===== src/rtl/ifft_pkg.sv =====
// Shared types and constants for the 4-point IFFT: FSM states, component width,
// and the +j / -j twiddle words with their decode into a rotation select.
package ifft_pkg;

  localparam int COMP_W = 16;

  // Twiddles as complex words {re, im}; only pure rotations are ever applied.
  localparam logic [2*COMP_W-1:0] TW_POS_J = 32'h0000_7FFF;
  localparam logic [2*COMP_W-1:0] TW_NEG_J = 32'h0000_8001;

  typedef enum logic [1:0] {
    IDLE   = 2'd0,
    STAGE1 = 2'd1,
    STAGE2 = 2'd2,
    DONE   = 2'd3
  } ifft_state_e;

  typedef enum logic [1:0] {
    TW_SEL_ONE   = 2'd0,
    TW_SEL_POS_J = 2'd1,
    TW_SEL_NEG_J = 2'd2
  } tw_sel_e;

  function automatic tw_sel_e tw_decode(input logic [2*COMP_W-1:0] w);
    if (w == TW_POS_J) return TW_SEL_POS_J;
    if (w == TW_NEG_J) return TW_SEL_NEG_J;
    return TW_SEL_ONE;
  endfunction

endpackage


===== src/rtl/ifft_4point_if.sv =====
// Request/result bundle for ifft_4point, plus the FSM state for observation.
interface ifft_4point_if
  import ifft_pkg::*;
#(
  parameter int WIDTH = 2 * COMP_W
);

  // Handshake: start is sampled only in IDLE or DONE and launches a transform on
  // input0; done is a level that stays high while output0 holds a finished result
  // and drops on the edge that accepts the next start. There is no backpressure.
  logic                    start;
  logic signed [WIDTH-1:0] input0  [0:3];
  logic signed [WIDTH-1:0] output0 [0:3];
  logic                    done;
  ifft_state_e             state;

  modport master (
    output start,
    output input0,
    input  output0,
    input  done,
    input  state
  );

  modport slave (
    input  start,
    input  input0,
    output output0,
    output done,
    output state
  );

endinterface


===== src/rtl/ifft_butterfly.sv =====
// Radix-2 butterfly: sum = a + t*b, diff = a - t*b with t in {1, +j, -j}.
// Defining IFFT_SCALE_EN halves each result (extra guard bit, floor shift).
module ifft_butterfly
  import ifft_pkg::*;
#(
  parameter int WIDTH = 2 * COMP_W
) (
  input  logic [WIDTH-1:0] a,
  input  logic [WIDTH-1:0] b,
  input  tw_sel_e          tw_sel,
  output logic [WIDTH-1:0] sum,
  output logic [WIDTH-1:0] diff
);

  localparam int CW = WIDTH / 2;

  logic [CW-1:0] a_re;
  logic [CW-1:0] a_im;
  logic [CW-1:0] b_re;
  logic [CW-1:0] b_im;
  logic [CW-1:0] t_re;
  logic [CW-1:0] t_im;

  assign a_re = a[WIDTH-1:CW];
  assign a_im = a[CW-1:0];
  assign b_re = b[WIDTH-1:CW];
  assign b_im = b[CW-1:0];

  // Rotation by +/-j is a swap plus negate; the most negative value wraps to itself.
  always_comb begin
    t_re = b_re;
    t_im = b_im;
    case (tw_sel)
      TW_SEL_POS_J: begin
        t_re = -b_im;
        t_im = b_re;
      end
      TW_SEL_NEG_J: begin
        t_re = b_im;
        t_im = -b_re;
      end
      default: ;
    endcase
  end

  function automatic logic [CW-1:0] addsub(input logic [CW-1:0] x,
                                           input logic [CW-1:0] y,
                                           input logic          sub);
    logic signed [CW:0] r;
    r = sub ? ({x[CW-1], x} - {y[CW-1], y}) : ({x[CW-1], x} + {y[CW-1], y});
`ifdef IFFT_SCALE_EN
    return CW'(r >>> 1);
`else
    return CW'(r);
`endif
  endfunction

  assign sum  = {addsub(a_re, t_re, 1'b0), addsub(a_im, t_im, 1'b0)};
  assign diff = {addsub(a_re, t_re, 1'b1), addsub(a_im, t_im, 1'b1)};

endmodule


===== src/rtl/ifft_4point.sv =====
// Four-point radix-2 IFFT: capture, two butterfly stages, hold result with done.
// Optional IFFT_SCALE_EN gives 1/4 overall scaling inside the butterflies.
module ifft_4point
  import ifft_pkg::*;
#(
  parameter int WIDTH = 2 * COMP_W
) (
  input logic          clk,
  input logic          rst,
  ifft_4point_if.slave bus
);

  localparam tw_sel_e STAGE2_TW = tw_decode(TW_POS_J);

  ifft_state_e             state;
  logic                    done_q;
  logic signed [WIDTH-1:0] x_q   [0:3];
  logic signed [WIDTH-1:0] out_q [0:3];
  logic        [WIDTH-1:0] a0_q;
  logic        [WIDTH-1:0] a1_q;
  logic        [WIDTH-1:0] b0_q;
  logic        [WIDTH-1:0] b1_q;

  logic    [WIDTH-1:0] bf0_a;
  logic    [WIDTH-1:0] bf0_b;
  logic    [WIDTH-1:0] bf1_a;
  logic    [WIDTH-1:0] bf1_b;
  tw_sel_e             bf1_tw;
  logic    [WIDTH-1:0] bf0_sum;
  logic    [WIDTH-1:0] bf0_diff;
  logic    [WIDTH-1:0] bf1_sum;
  logic    [WIDTH-1:0] bf1_diff;

  // The same two butterflies serve both stages; only their operands change.
  always_comb begin
    bf0_a  = x_q[0];
    bf0_b  = x_q[2];
    bf1_a  = x_q[1];
    bf1_b  = x_q[3];
    bf1_tw = TW_SEL_ONE;
    if (state == STAGE2) begin
      bf0_a  = a0_q;
      bf0_b  = b0_q;
      bf1_a  = a1_q;
      bf1_b  = b1_q;
      bf1_tw = STAGE2_TW;
    end
  end

  ifft_butterfly #(.WIDTH(WIDTH)) u_bf0 (
    .a      (bf0_a),
    .b      (bf0_b),
    .tw_sel (TW_SEL_ONE),
    .sum    (bf0_sum),
    .diff   (bf0_diff)
  );

  ifft_butterfly #(.WIDTH(WIDTH)) u_bf1 (
    .a      (bf1_a),
    .b      (bf1_b),
    .tw_sel (bf1_tw),
    .sum    (bf1_sum),
    .diff   (bf1_diff)
  );

  always_ff @(posedge clk or negedge rst) begin
    if (!rst) begin
      state  <= IDLE;
      done_q <= 1'b0;
      a0_q   <= '0;
      a1_q   <= '0;
      b0_q   <= '0;
      b1_q   <= '0;
      for (int i = 0; i < 4; i++) begin
        x_q[i]   <= '0;
        out_q[i] <= '0;
      end
    end else begin
      case (state)
        IDLE: begin
          if (bus.start) begin
            x_q   <= bus.input0;
            state <= STAGE1;
          end
        end
        STAGE1: begin
          a0_q  <= bf0_sum;
          a1_q  <= bf0_diff;
          b0_q  <= bf1_sum;
          b1_q  <= bf1_diff;
          state <= STAGE2;
        end
        STAGE2: begin
          // x0 = a0+b0, x1 = a1+j*b1, x2 = a0-b0, x3 = a1-j*b1
          out_q[0] <= bf0_sum;
          out_q[1] <= bf1_sum;
          out_q[2] <= bf0_diff;
          out_q[3] <= bf1_diff;
          done_q   <= 1'b1;
          state    <= DONE;
        end
        DONE: begin
          if (bus.start) begin
            done_q <= 1'b0;
            x_q    <= bus.input0;
            state  <= STAGE1;
          end
        end
        default: state <= IDLE;
      endcase
    end
  end

  assign bus.output0 = out_q;
  assign bus.done    = done_q;
  assign bus.state   = state;

endmodule


===== src/flat_wrapper.sv =====
// flat-port wrapper written by rule: the top's interface ports become plain ports
module ifft_4point_flat import ifft_pkg::*;
#(
  parameter int WIDTH = 2 * COMP_W
)
  (clk, rst, bus_start, bus_input0, bus_output0, bus_done, bus_state);
  ifft_4point_if #(.WIDTH(WIDTH)) bus_i ();
  input logic clk;
  input logic rst;
  input wire logic [$bits(bus_i.start)-1:0] bus_start;
  input wire logic [$bits(bus_i.input0)-1:0] bus_input0;
  output wire logic [$bits(bus_i.output0)-1:0] bus_output0;
  output wire logic [$bits(bus_i.done)-1:0] bus_done;
  output wire logic [$bits(bus_i.state)-1:0] bus_state;
  assign bus_i.start = bus_start;
  assign bus_i.input0 = {>>{bus_input0}};
  assign bus_output0 = {>>{bus_i.output0}};
  assign bus_done = bus_i.done;
  assign bus_state = bus_i.state;
  ifft_4point #(.WIDTH(WIDTH)) u_core (.clk(clk), .rst(rst), .bus(bus_i));
endmodule

===== config.mk =====
export PLATFORM = sky130hd
export DESIGN_NAME = ifft_4point_flat
export DESIGN_NICKNAME = d
export VERILOG_FILES = /design/src/rtl/ifft_pkg.sv /design/src/rtl/ifft_4point_if.sv /design/src/rtl/ifft_butterfly.sv /design/src/rtl/ifft_4point.sv /design/src/flat_wrapper.sv
export SDC_FILE = /design/constraint.sdc
export NUM_CORES = 1
export LEC_CHECK = 0
export CORE_MARGIN = 2
export CORE_UTILIZATION = 57
export CTS_CLUSTER_SIZE = 24
export DETAILED_ROUTE_END_ITERATION = 12
export PLACE_DENSITY = 0.81
export SLEW_MARGIN = 10
export SYNTH_ARGS = -nofsm -noshare
export SYNTH_HDL_FRONTEND = slang
export SYNTH_SLANG_ARGS = --single-unit

===== constraint.sdc =====
create_clock -name clk -period 5.2 [get_ports clk]
set_clock_uncertainty 0.2 [all_clocks]
set_input_delay 1.04 -clock clk [delete_from_list [all_inputs] [get_ports clk]]
set_output_delay 1.04 -clock clk [all_outputs]
set_load 0.005 [all_outputs]

=== Word level (Yosys, flattened, before mapping) ===
Index checks and enable logic that the tools add are counted.

* Equality and inequality tests: 7
* Divide/modulo/power cells: 0
* Bitwise logic cells: 0
* Reductions and logical operators: 5
* $lt $le $gt $ge: 0
* Multipliers: 0
* Mux-type cells: 11
* $add $sub $neg: 10
* Shift operators: 0

{| class="wikitable"
|+ Operators with widths
! operator !! number
|-
| 32-bit two-way mux || 4
|-
| 16-bit adder || 4
|-
| 16-bit case mux with 2 select lines || 2
|-
| 16-bit subtractor || 4
|-
| 16-bit negation || 2
|-
| 2-bit equality test, second input constant || 3
|-
| 2-bit case mux with 3 select lines || 1
|-
| 2-bit by 1-bit equality test with 1-bit output, second input constant || 2
|-
| 2-bit AND reduction || 2
|-
| 2-bit logical NOT || 1
|-
| 1-bit two-way mux || 2
|-
| 2-bit two-way mux || 1
|-
| 2-bit by 1-bit inequality test with 1-bit output, second input constant || 1
|-
| 2-bit inequality test, second input constant || 1
|-
| 1-bit case mux with 2 select lines || 1
|-
| 2-bit nonzero test || 1
|-
| 2-bit OR reduction || 1
|}

* Memories kept: 0
* Input bits: 131
* Register bits after elaboration: 387
* Output and inout bits: 131
* Bits in writable memories: 0
* Word-level logic and storage cells: 47
* ROM bits: 0
* Latch bits: 0

=== Longest topological paths before layout ===
Gate-level depths: netlist of the first run.

* Depth in word-level cells: 5
* Mapped depth: 20
* Mapped depth without buffers: 17

=== By module ===
A second synthesis of the first run with hierarchy kept.

* Cell total of the unflattened synthesis: 2,203
* Area total of the unflattened synthesis: 24,753.7 sq um

{| class="wikitable"
|+ Modules (own cells, without submodules)
! module !! instances !! cells each !! sequential area each (sq um) !! area each (sq um)
|-
| ifft_4point || 1 || 969 || 9,684.3 || 16,527.1
|-
| ifft_butterfly at u_core.u_bf1 || 1 || 611 || 0.0 || 4,116.4
|-
| ifft_butterfly at u_core.u_bf0 || 1 || 623 || 0.0 || 4,110.2
|}

=== Worst setup path before layout of the first run ===
No wires, ideal clock.

* Path type: register to register
* From: register u_core.state[0], in the netlist u_core.bus.state[0]
* To: register u_core.a0_q[27]
* Arrival time: 4,292 ps
* Path buffers: 6
* Library setup time: 125 ps
* Period minus slack after synthesis: 4,617 ps
* Data required time: 4,875 ps
* Stages on the path, launching flop included: 18
* Path slack: 583 ps
* Path through: dfrtp_1 inv_1 ha_1 buf_4 buf_4 clkbuf_1 clkbuf_1 clkbuf_1 mux2_2 ha_1 clkbuf_1 nand2_1 o21ai_0 or2_2 a311o_1 a221o_1 xnor2_1 mux2_2

* Longest elaborated chain between the ends: 3
* Elaborated cells between the ends (all ways): 5
* Those cells by class: 1 x add/sub; 2 x eq/ne; 2 x mux

{| class="wikitable"
|+ RTL lines
! what !! RTL line !! source
|-
| start: declaration || ifft_4point.sv:15 || <nowiki>ifft_state_e state;</nowiki>
|-
| start signal: assignment || ifft_4point.sv:68 || <nowiki>state <= IDLE;</nowiki>
|-
| start signal: assignment || ifft_4point.sv:83 || <nowiki>state <= STAGE1;</nowiki>
|-
| start signal: assignment || ifft_4point.sv:91 || <nowiki>state <= STAGE2;</nowiki>
|-
| 2-bit equality test || ifft_4point.sv:41 || <nowiki>if (state == STAGE2) begin</nowiki>
|-
| 32-bit two-way mux || ifft_4point.sv:41 ||
|-
| 16-bit adder || - ||
|-
| end signal: assignment || ifft_4point.sv:87 || <nowiki>a0_q <= bf0_sum;</nowiki>
|-
| end: declaration || ifft_4point.sv:19 || <nowiki>logic [WIDTH-1:0] a0_q;</nowiki>
|}

Several ways; a longest one is shown, not always the timed one.
A chain may end at the register's enable or synchronous reset.

=== Final worst setup path of the first run ===
* From: register u_core.state[0], in the netlist u_core.bus.state[0]
* To: register u_core.b0_q[31]

* Longest elaborated chain between the ends: 5
* Elaborated cells between the ends (all ways): 10
* Those cells by class: 2 x add/sub; 4 x eq/ne; 4 x mux

{| class="wikitable"
|+ RTL lines
! what !! RTL line !! source
|-
| 2-bit equality test || ifft_4point.sv:41 ||
|-
| 32-bit two-way mux or 1-bit two-way mux (tied branches) || ifft_4point.sv:41 ||
|-
| 16-bit negation, or another cell as far along || ifft_butterfly.sv:35 || <nowiki>t_re = -b_im;</nowiki>
|-
| 16-bit case mux with 2 select lines || ifft_butterfly.sv:33 || <nowiki>case (tw_sel)</nowiki>
|-
| 16-bit adder || - ||
|-
| end signal: assignment || ifft_4point.sv:89 || <nowiki>b0_q <= bf1_sum;</nowiki>
|-
| end: declaration || ifft_4point.sv:21 || <nowiki>logic [WIDTH-1:0] b0_q;</nowiki>
|}

Several ways; a longest one is shown, not always the timed one.

==> results.txt, run 1 <==
vias in the first global route = 15921
distinct cell type count after synthesis = 66
most frequent cells in the layout = dfrtp_1, mux2_2, clkdlybuf4s50_1
ys async rst share = 100%
Post-synth EDFFs = 0
Synth Flop Type = dfrtp_1
Final setup viols = 0
Routed Antenna Nets = 0
critical path class = reg -> reg
worst r2r src = u_core.bus.state[0]
CTS H-tree depth = 2
clk_lat worst skew = 0.58 ns
worst rel slew slack = 33.4%
Max Slew Vio Count = 0
#FFs+latches synth = 379
min-delay worst type = in -> async
Die H = 198 um
effective utilization at floorplan = 58.1%
RSZ-0062 raised after global routing = no
Die Area = 39100 um^2
Syn Inst Count = 1999
Fmax = 0.210 GHz
Pre-antenna DRT Iters = 7
commonest non-fill, non-tap cell in the layout = dfrtp_1
I/O pin count = 262
Num CTS Buffers = 41
nets = 2473
total congestion overflow = 0
hold buffers post-CTS = 0
syn_nets = 2261
Tmin final = 4.77 ns
reg-to-reg slack, setup = 0.43 ns
Syn. warnings = 0
largest net degree at the start of global routing = 124
Tcrit/Tclk final = 91.7%
Hold Vio Cnt, Final = 0
clock root cell = clkbuf_16
Cell Area, Synth = 21400 um^2
final instance area = 25800 um^2
maximum root-to-sink buffer count = 3
Worst Path Required = 5.47 ns
crit path DAT = 5.04 ns
Non-Filler Instances = 2709
placed cells = 2635
run status = completed
Placement Cell Area = 24400 um^2
mean post-synth cell area = 10.7 um^2
number of antenna diodes = 0
share of cells above drive strength 1 = 20.7%
total wire length = 57.9 mm
Buffers on Ports = 261
Rows = 70
clk sinks = 379
slew at the pin closest to its max-slew limit = 0.998 ns
setup TNS = 0 ns
r2r endpoint = u_core.b0_q[31]
max_cap viols = 0
TritonCTS clock tree = done
number of DRC markers in iteration 0 = 1199
gpl congestion = 0.930
initial antenna violation count = 0
Vias per Instance = 5.91
chip width = 198 um
crit end category = flip-flop
Reg clk slew, reported paths = 0.07 ns
Total GRT Usage = 29.7%
via count = 15999
Reg2Reg Depth = 16
crit-path max FO = 46
Area growth, synth to finish = 20.7%
first-pass GRT wire length = 89.5 mm
HPWL Detailed = 42.8 mm
mean routed wirelength per cell = 21.4 um
Seq/Total Area, Yosys = 44.4%
core area = 36800 um^2
drc violations = 0
startpoint type of the worst setup path = flip-flop
-- through the flow --
step / utilization (%) / worst slack (ns) / hold WS [ns]
2_1_floorplan: - / 0.583 / 0.248
3_3_place_gp: 66.2 / 0.474 / 0.271
3_5_place_dp: 66.2 / 0.355 / 0.286
4_1_cts: 70.1 / 0.331 / 0.275
5_1_grt: 70.1 / 0.0881 / 0.291
6_report: 70.1 / 0.432 / 0.236
-- timing repair --
action	4_1_cts	5_1_grt
resized for setup	0	1
setup buffers	0	1
endpoints found under the setup margin	0	2
-- cells in the mapped netlist (all sizes together), types with 6 or more instances --
library cell | n | area (um^2)
dfrtp | 379 | 9480
mux2 | 358 | 4040
nor2 | 215 | 807
a21oi | 177 | 886
ha | 123 | 1540
inv | 119 | 447
clkbuf | 100 | 375
xnor2 | 98 | 858
o21ai | 60 | 300
nand2 | 38 | 143
nor3 | 32 | 171
nand2b | 22 | 138
xor2 | 22 | 193
o21a | 20 | 150
a21o | 19 | 143
a31oi | 17 | 106
a211oi | 16 | 120
o21bai | 15 | 113
nor2b | 14 | 87.6
buf | 12 | 67.6
nand3 | 12 | 60.1
o211ai | 12 | 95.1
o31ai | 10 | 75.1
or3 | 10 | 72.6
fa | 8 | 160
a221oi | 7 | 61.3
o22ai | 7 | 43.8
a311oi | 6 | 52.6
-- cell families after synthesis --
family	synth area share, %
flip-flops	44.4
adder cells (fa/ha/maj)	7.95
AND/OR/NAND/NOR	7.94
XOR/XNOR	4.92
multiplexers	19.1
buffers and inverters	4.18
AO/OA/AOI/OAI	11.5
-- critical path, stage by stage, from the launching register on --
cell,delay [ns]
dfrtp_1,0.47
inv_1,0.12
ha_4,0.25
buf_6,0.23
nor3_1,0.28
a21oi_1,0.13
or3_4,0.45
or3_4,0.41
xor2_1,0.15
mux2_2,0.30
ha_1,0.47
o211ai_1,0.14
o21ai_0,0.19
a31oi_1,0.10
o21ai_0,0.36
xor2_1,0.13
mux2_2,0.27
-- state kept, by name (all words and copies together) (netlist names) --
| name | count |
|---|---|
| u_core.b0_q | 31 |
| u_core.a0_q | 30 |
| u_core.bus.state | 2 |
| u_core.a1_q | 32 |
| u_core.x_q | 128 |
| u_core.bus.done | 1 |
| u_core.bus.output0 | 124 |
| u_core.b1_q | 31 |
-- how the worst max path moves through the flow --
stage | endpoint | cells past startpoint | slack (ns) | start
final | u_core.b0_q[31] | 16 | 0.43 | u_core.bus.state[0]
after global routing | u_core.b0_q[31] | 16 | 0.09 | u_core.bus.state[0]
after global placement | u_core.b1_q[31] | 15 | 0.47 | u_core.bus.state[0]
after floorplan | u_core.a0_q[27] | 17 | 0.58 | u_core.bus.state[0]
after detailed placement | u_core.b1_q[31] | 15 | 0.35 | u_core.bus.state[0]
after CTS | u_core.b1_q[31] | 15 | 0.33 | u_core.bus.state[0]
-- layer usage --
| layer | track usage (%) | share of wire [%] | up-vias |
|---|---|---|---|
| li1 | - | - | 7382 |
| met1 | 41.4 | 45 | 8014 |
| met2 | 48.4 | 47 | 524 |
| met3 | 4.18 | 5.4 | 79 |
| met4 | 9.19 | 2.7 | 0 |
| met5 | 0 | 0 | - |
-- cell type report --
cell class	instances	area [um^2]
inverters	120	450
multi-input cells	1388	11000
flip-flops and latches	379	9480
fillers	2705	11000
well taps	468	586
clock inverters	15	218
clock buffers	58	1210
repair buffers	281	2830
Power of run 1 is left out: the tool's default activity adds up to more than one toggle a clock period on the data nets, which glitch-free logic cannot reach.
==> inputs of run 2 (changes only) <==
--- a/config.mk
+++ b/config.mk
@@ -5,7 +5,7 @@
 export SDC_FILE = /design/constraint.sdc
 export NUM_CORES = 1
 export LEC_CHECK = 0
-export CORE_MARGIN = 2
+export CORE_MARGIN = 5
 export CORE_UTILIZATION = 57
 export CTS_CLUSTER_SIZE = 24
 export DETAILED_ROUTE_END_ITERATION = 12
==> run 2 against run 1 <==
- core utilization decreased by 1.3 points
- final cell count unchanged
- non-clock buffer count fell by 6
- via count is 0.68% lower
- maximum frequency is 1.1% lower
- worst setup slack got worse by 0.054 ns
- first-iteration DRC count fell by 6.8%
- routed wire length is 0.72% higher
- critical path depth shrank 1
- die area increased by 6.2%
- final area fell by 0.47%
- register-to-register slack worse by 0.05 ns
- critical path type unchanged
- highest routed layer is now met5
==> results.txt, run 2 (synthesized netlist as in run 1, its figures left out) <==
clock root cell = clkbuf_16
gpl congestion = 0.940
cell family with most CP delay = simple AND/OR/NAND/NOR gates
CTS H-tree depth = 2
Tmin final = 4.82 ns
critical path class = reg -> reg
crit end category = flip-flop
Fmax = 0.207 GHz
Area growth, synth to finish = 20.2%
Hold Vio Cnt, Final = 0
hold path cells = 2
Endpoint, Worst Hold = u_core.bus.output0[17]
stages on the worst setup path = 15
commonest non-fill, non-tap cell in the layout = dfrtp_1
final instance area = 25700 um^2
worst rel slew slack = 31.4%
CP max stage cell = nor4_1
setup TNS = 0 ns
Tcrit/Tclk final = 92.7%
Non-Filler Instances = 2709
first-pass GRT wire length = 92.0 mm
Vias per Instance = 5.87
Total GRT Usage = 28.0%
crit path DAT = 5.03 ns
effective utilization at floorplan = 57.3%
Rows = 71
reg-to-reg slack, setup = 0.38 ns
clk sinks = 379
run status = completed
placed cells = 2636
crit-path max FO = 19
Post-CTS Setup Repair Bufs = 0
Final setup viols = 0
nets = 2467
buffers plus inverters on the worst setup path = 1
clk_lat worst skew = 0.53 ns
drc violations = 0
slew at the pin closest to its max-slew limit = 1.03 ns
# resized after CTS = 0
worst r2r src = u_core.bus.state[0]
most frequent CP cell = mux2_2
Die Area = 41500 um^2
RSZ-0062 raised after global routing = no
hold path start = u_core.bus.output0[17]
Buffers on Ports = 261
Post-Place Worst Slack = 0.440 ns
mean routed wirelength per cell = 21.5 um
Max Slew Vio Count = 0
Worst Path Required = 5.41 ns
I/O pin count = 262
Pre-antenna DRT Iters = 5
total wire length = 58.4 mm
Most flops, register = u_core.x_q
worst stage delay on the critical path = 0.63 ns
FILL cells = 2817
number of DRC markers in iteration 0 = 1117
final worst slack = 0.378 ns
Cell Chain, Critical Path = inv_1 -> ha_4 -> nor4b_4 -> o211ai_2 -> a211o_2 -> nor3_1 -> xnor2_1 -> mux2_2 -> ha_1 -> nor4_1 -> o311ai_1 -> a21oi_1 -> o22ai_1 -> xor2_1 -> mux2_2
via count = 15891
number of flip-flops in the largest register = 128
Reg clk slew, reported paths = 0.06 ns
most frequent cells in the layout = dfrtp_1, mux2_2, clkdlybuf4s50_1
max_cap viols = 0
HPWL Detailed = 43.9 mm
total congestion overflow = 0
Reg2Reg Depth = 15
maximum root-to-sink buffer count = 3
hold buffers post-CTS = 0
initial antenna violation count = 4
min-delay worst type = reg -> reg
chip width = 204 um
share of cells above drive strength 1 = 20.4%
startpoint type of the worst setup path = flip-flop
Die H = 204 um
TritonCTS clock tree = done
largest net degree at the start of global routing = 132
core area = 37300 um^2
Routed Antenna Nets = 0
r2r endpoint = u_core.b1_q[31]
Placement Cell Area = 24400 um^2
number of antenna diodes = 0
Num CTS Buffers = 41
vias in the first global route = 16423
-- run 2: changes by cell type in the layout (fill, tap and decap cells not counted), sizes merged --
cell	before	now
clkbuf	58	61
buf	21	15
bufinv	5	1
clkinvlp	4	3
clkinv	5	8
inv	121	120
-- run 2: tightest hold or removal path, delay by kind of cell, from the launching register on --
| kind | cells | cell delay, ns |
|---|---|---|
| and+or+nand+nor | 1 | 0.05 |
| DFF | 1 | 0.35 |
| AOI/OAI and AO/OA | 1 | 0.06 |
-- run 2: per-layer routing --
metal | GRT usage, % | up-vias | routed length [um]
met2 | 44.4 | 522 | 27100
met5 | 0 | - | 66
met1 | 39.3 | 7893 | 25600
li1 | - | 7364 | -
met3 | 6.09 | 104 | 3990
met4 | 7.81 | 8 | 1650
-- run 2: layout make-up --
cell class / count / area [um^2] / share of cell area [%]
Clock inverter: 12 / 96.3 / 0.375
Timing Repair Buffer: 275 / 2800 / 10.9
Tap cell: 474 / 593 / 2.31
Multi-Input combinational cell: 1388 / 11000 / 42.9
Inverter: 120 / 450 / 1.75
Sequential cell: 379 / 9480 / 36.9
Clock buffer: 61 / 1230 / 4.79
-- run 2: per-stage QoR --
stage                     utilization [%]  hold WS (ns)
final                                68.8         0.290
after global routing                 68.8         0.311
after CTS                            68.8         0.299
after detailed placement             65.3         0.278
after global placement               65.3         0.271
after floorplan                         -         0.248
-- run 2: how the worst max path moves through the flow --
stage | slack [ns] | to | from
6_report | 0.38 | u_core.b1_q[31] | u_core.bus.state[0]
5_1_grt | 0.1 | u_core.b1_q[31] | u_core.bus.state[0]
4_1_cts | 0.42 | u_core.b1_q[31] | u_core.bus.state[0]
3_5_place_dp | 0.44 | u_core.b1_q[31] | u_core.bus.state[0]
3_3_place_gp | 0.54 | u_core.b0_q[31] | u_core.bus.state[0]
2_1_floorplan | 0.58 | u_core.a0_q[27] | u_core.bus.state[0]
Power of run 2 is left out for the same reason.
==> inputs of run 3 (changes only) <==
--- a/config.mk
+++ b/config.mk
@@ -7,8 +7,11 @@
 export LEC_CHECK = 0
 export CORE_MARGIN = 5
 export CORE_UTILIZATION = 57
+export CTS_CLUSTER_DIAMETER = 80
 export CTS_CLUSTER_SIZE = 24
 export DETAILED_ROUTE_END_ITERATION = 12
+export GPL_TIMING_DRIVEN = 0
+export HOLD_SLACK_MARGIN = 0.08
 export PLACE_DENSITY = 0.81
 export SLEW_MARGIN = 10
 export SYNTH_ARGS = -nofsm -noshare
==> run 3 against run 2 <==
- critical path depth down 2
- register-to-register slack worse by 0.27 ns
- core utilization down 0.30 points
- final cell count up 2.3%
- hold slack worse by 0.11 ns
- critical path type unchanged
==> results.txt, run 3 (synthesized netlist as in run 1, its figures left out) <==
crit end category = flip-flop
number of DRC markers in iteration 0 = 1279
crit path DAT = 5.32 ns
Reg2Reg Depth = 13
final worst slack = 0.104 ns
Pre-antenna DRT Iters = 5
mean routed wirelength per cell = 24.3 um
HPWL Detailed = 53.0 mm
clock root cell = clkbuf_16
total wire length = 67.3 mm
worst rel slew slack = 31.3%
FILL cells = 2892
clk sinks = 379
max_cap viols = 0
Most Crowded Layer GR = met2
Fmax = 0.196 GHz
critical path class = reg -> reg
chip width = 204 um
Final setup viols = 0
Num CTS Buffers = 23
final instance area = 25600 um^2
via count = 16593
min-delay worst type = in -> async
Reg clk slew, reported paths = 0.09 ns
clk_lat worst skew = 0.57 ns
number of flip-flops in the largest register = 128
share of cells above drive strength 1 = 19.6%
maximum root-to-sink buffer count = 3
first-pass GRT wire length = 101 mm
Buffers on Ports = 261
CTS H-tree depth = 1
commonest non-fill, non-tap cell in the layout = dfrtp_1
I/O pin count = 262
effective utilization at floorplan = 57.3%
Die H = 204 um
Tcrit/Tclk final = 98.0%
Vias per Instance = 5.99
number of antenna diodes = 0
drc violations = 0
Hold Vio Cnt, Final = 0
Placement Cell Area = 24700 um^2
TritonCTS clock tree = done
Die Area = 41500 um^2
vias in the first global route = 16795
initial antenna violation count = 1
most frequent cells in the layout = dfrtp_1, mux2_2, clkdlybuf4s50_1
Routed Antenna Nets = 0
run status = completed
nets = 2548
crit-path max FO = 19
Rows = 71
met2 Use GR = 50.1%
met1 global-route usage = 45.1%
met3 GRT Util = 5.76%
largest net degree at the start of global routing = 97
Most flops, register = u_core.x_q
total congestion overflow = 0
worst r2r src = u_core.bus.state[0]
Tmin final = 5.10 ns
gpl congestion = 0.958
reg-to-reg slack, setup = 0.10 ns
Worst Path Required = 5.42 ns
Area growth, synth to finish = 19.6%
r2r endpoint = u_core.a1_q[8]
Total GRT Usage = 31.8%
core area = 37300 um^2
Post-Place Worst Slack = -1.78 ns
hold buffers post-CTS = 0
startpoint type of the worst setup path = flip-flop
slew at the pin closest to its max-slew limit = 1.03 ns
Max Slew Vio Count = 0
run 3: worst max path at each step:
stage	start	end	cells past startpoint
3_3_place_gp	rst	u_core.x_q[60]	1
4_1_cts	u_core.bus.state[0]	u_core.b0_q[28]	15
5_1_grt	u_core.bus.state[0]	u_core.b0_q[15]	16
3_5_place_dp	u_core.bus.state[0]	u_core.bus.output0[62]	20
2_1_floorplan	u_core.bus.state[0]	u_core.a0_q[27]	17
6_report	u_core.bus.state[0]	u_core.a1_q[8]	13
run 3: critical path, stage by stage (launching register included):
cell      delay, ns
dfrtp_1        0.47
inv_1          0.09
ha_1           0.22
buf_4          0.21
buf_4          0.28
buf_2          0.34
clkbuf_2       0.50
mux2_2         0.42
ha_1           0.39
o21bai_2       0.39
a21boi_1       0.64
a21oi_1        0.18
xnor2_1        0.46
a21oi_1        0.13
run 3: per-stage QoR:
| stage | util, % | hold slack [ns] | instances | setup TNS [ns] |
|---|---|---|---|---|
| 2_1_floorplan | - | 0.248 | 1999 | 0 |
| 3_3_place_gp | 65.9 | 0.267 | 2734 | -5117.76 |
| 3_5_place_dp | 66.2 | 0.274 | 2738 | -200.24 |
| 4_1_cts | 68.3 | 0.187 | 2772 | 0 |
| 5_1_grt | 68.5 | 0.197 | 2770 | -0.00169 |
| 6_report | 68.5 | 0.179 | 2770 | 0 |
run 3: timing repair:
action | CTS | global route
buffers inserted | 0 | 1
setup endpoints to repair | 240 | 55
pin swaps | 1 | 2
resized for setup | 23 | 34
run 3: layer usage:
metal,share of wire (%),vias to the layer above,routed length (um)
li1,-,7481,-
met1,43,8307,28700
met2,46,676,30900
met3,7.6,127,5110
met4,3.8,2,2550
met5,0.019,-,13
run 3: area by class of cell:
cell class	instances	area [um^2]	area share [%]
Timing Repair Buffer	266	2740	10.7
Tap cell	474	593	2.32
Clock buffer	26	607	2.37
Inverter	120	450	1.76
Clock inverter	9	144	0.563
Buffer	108	484	1.89
Sequential cell	379	9480	37.1
Multi-Input combinational cell	1388	11100	43.3
Power of run 3 is left out for the same reason.
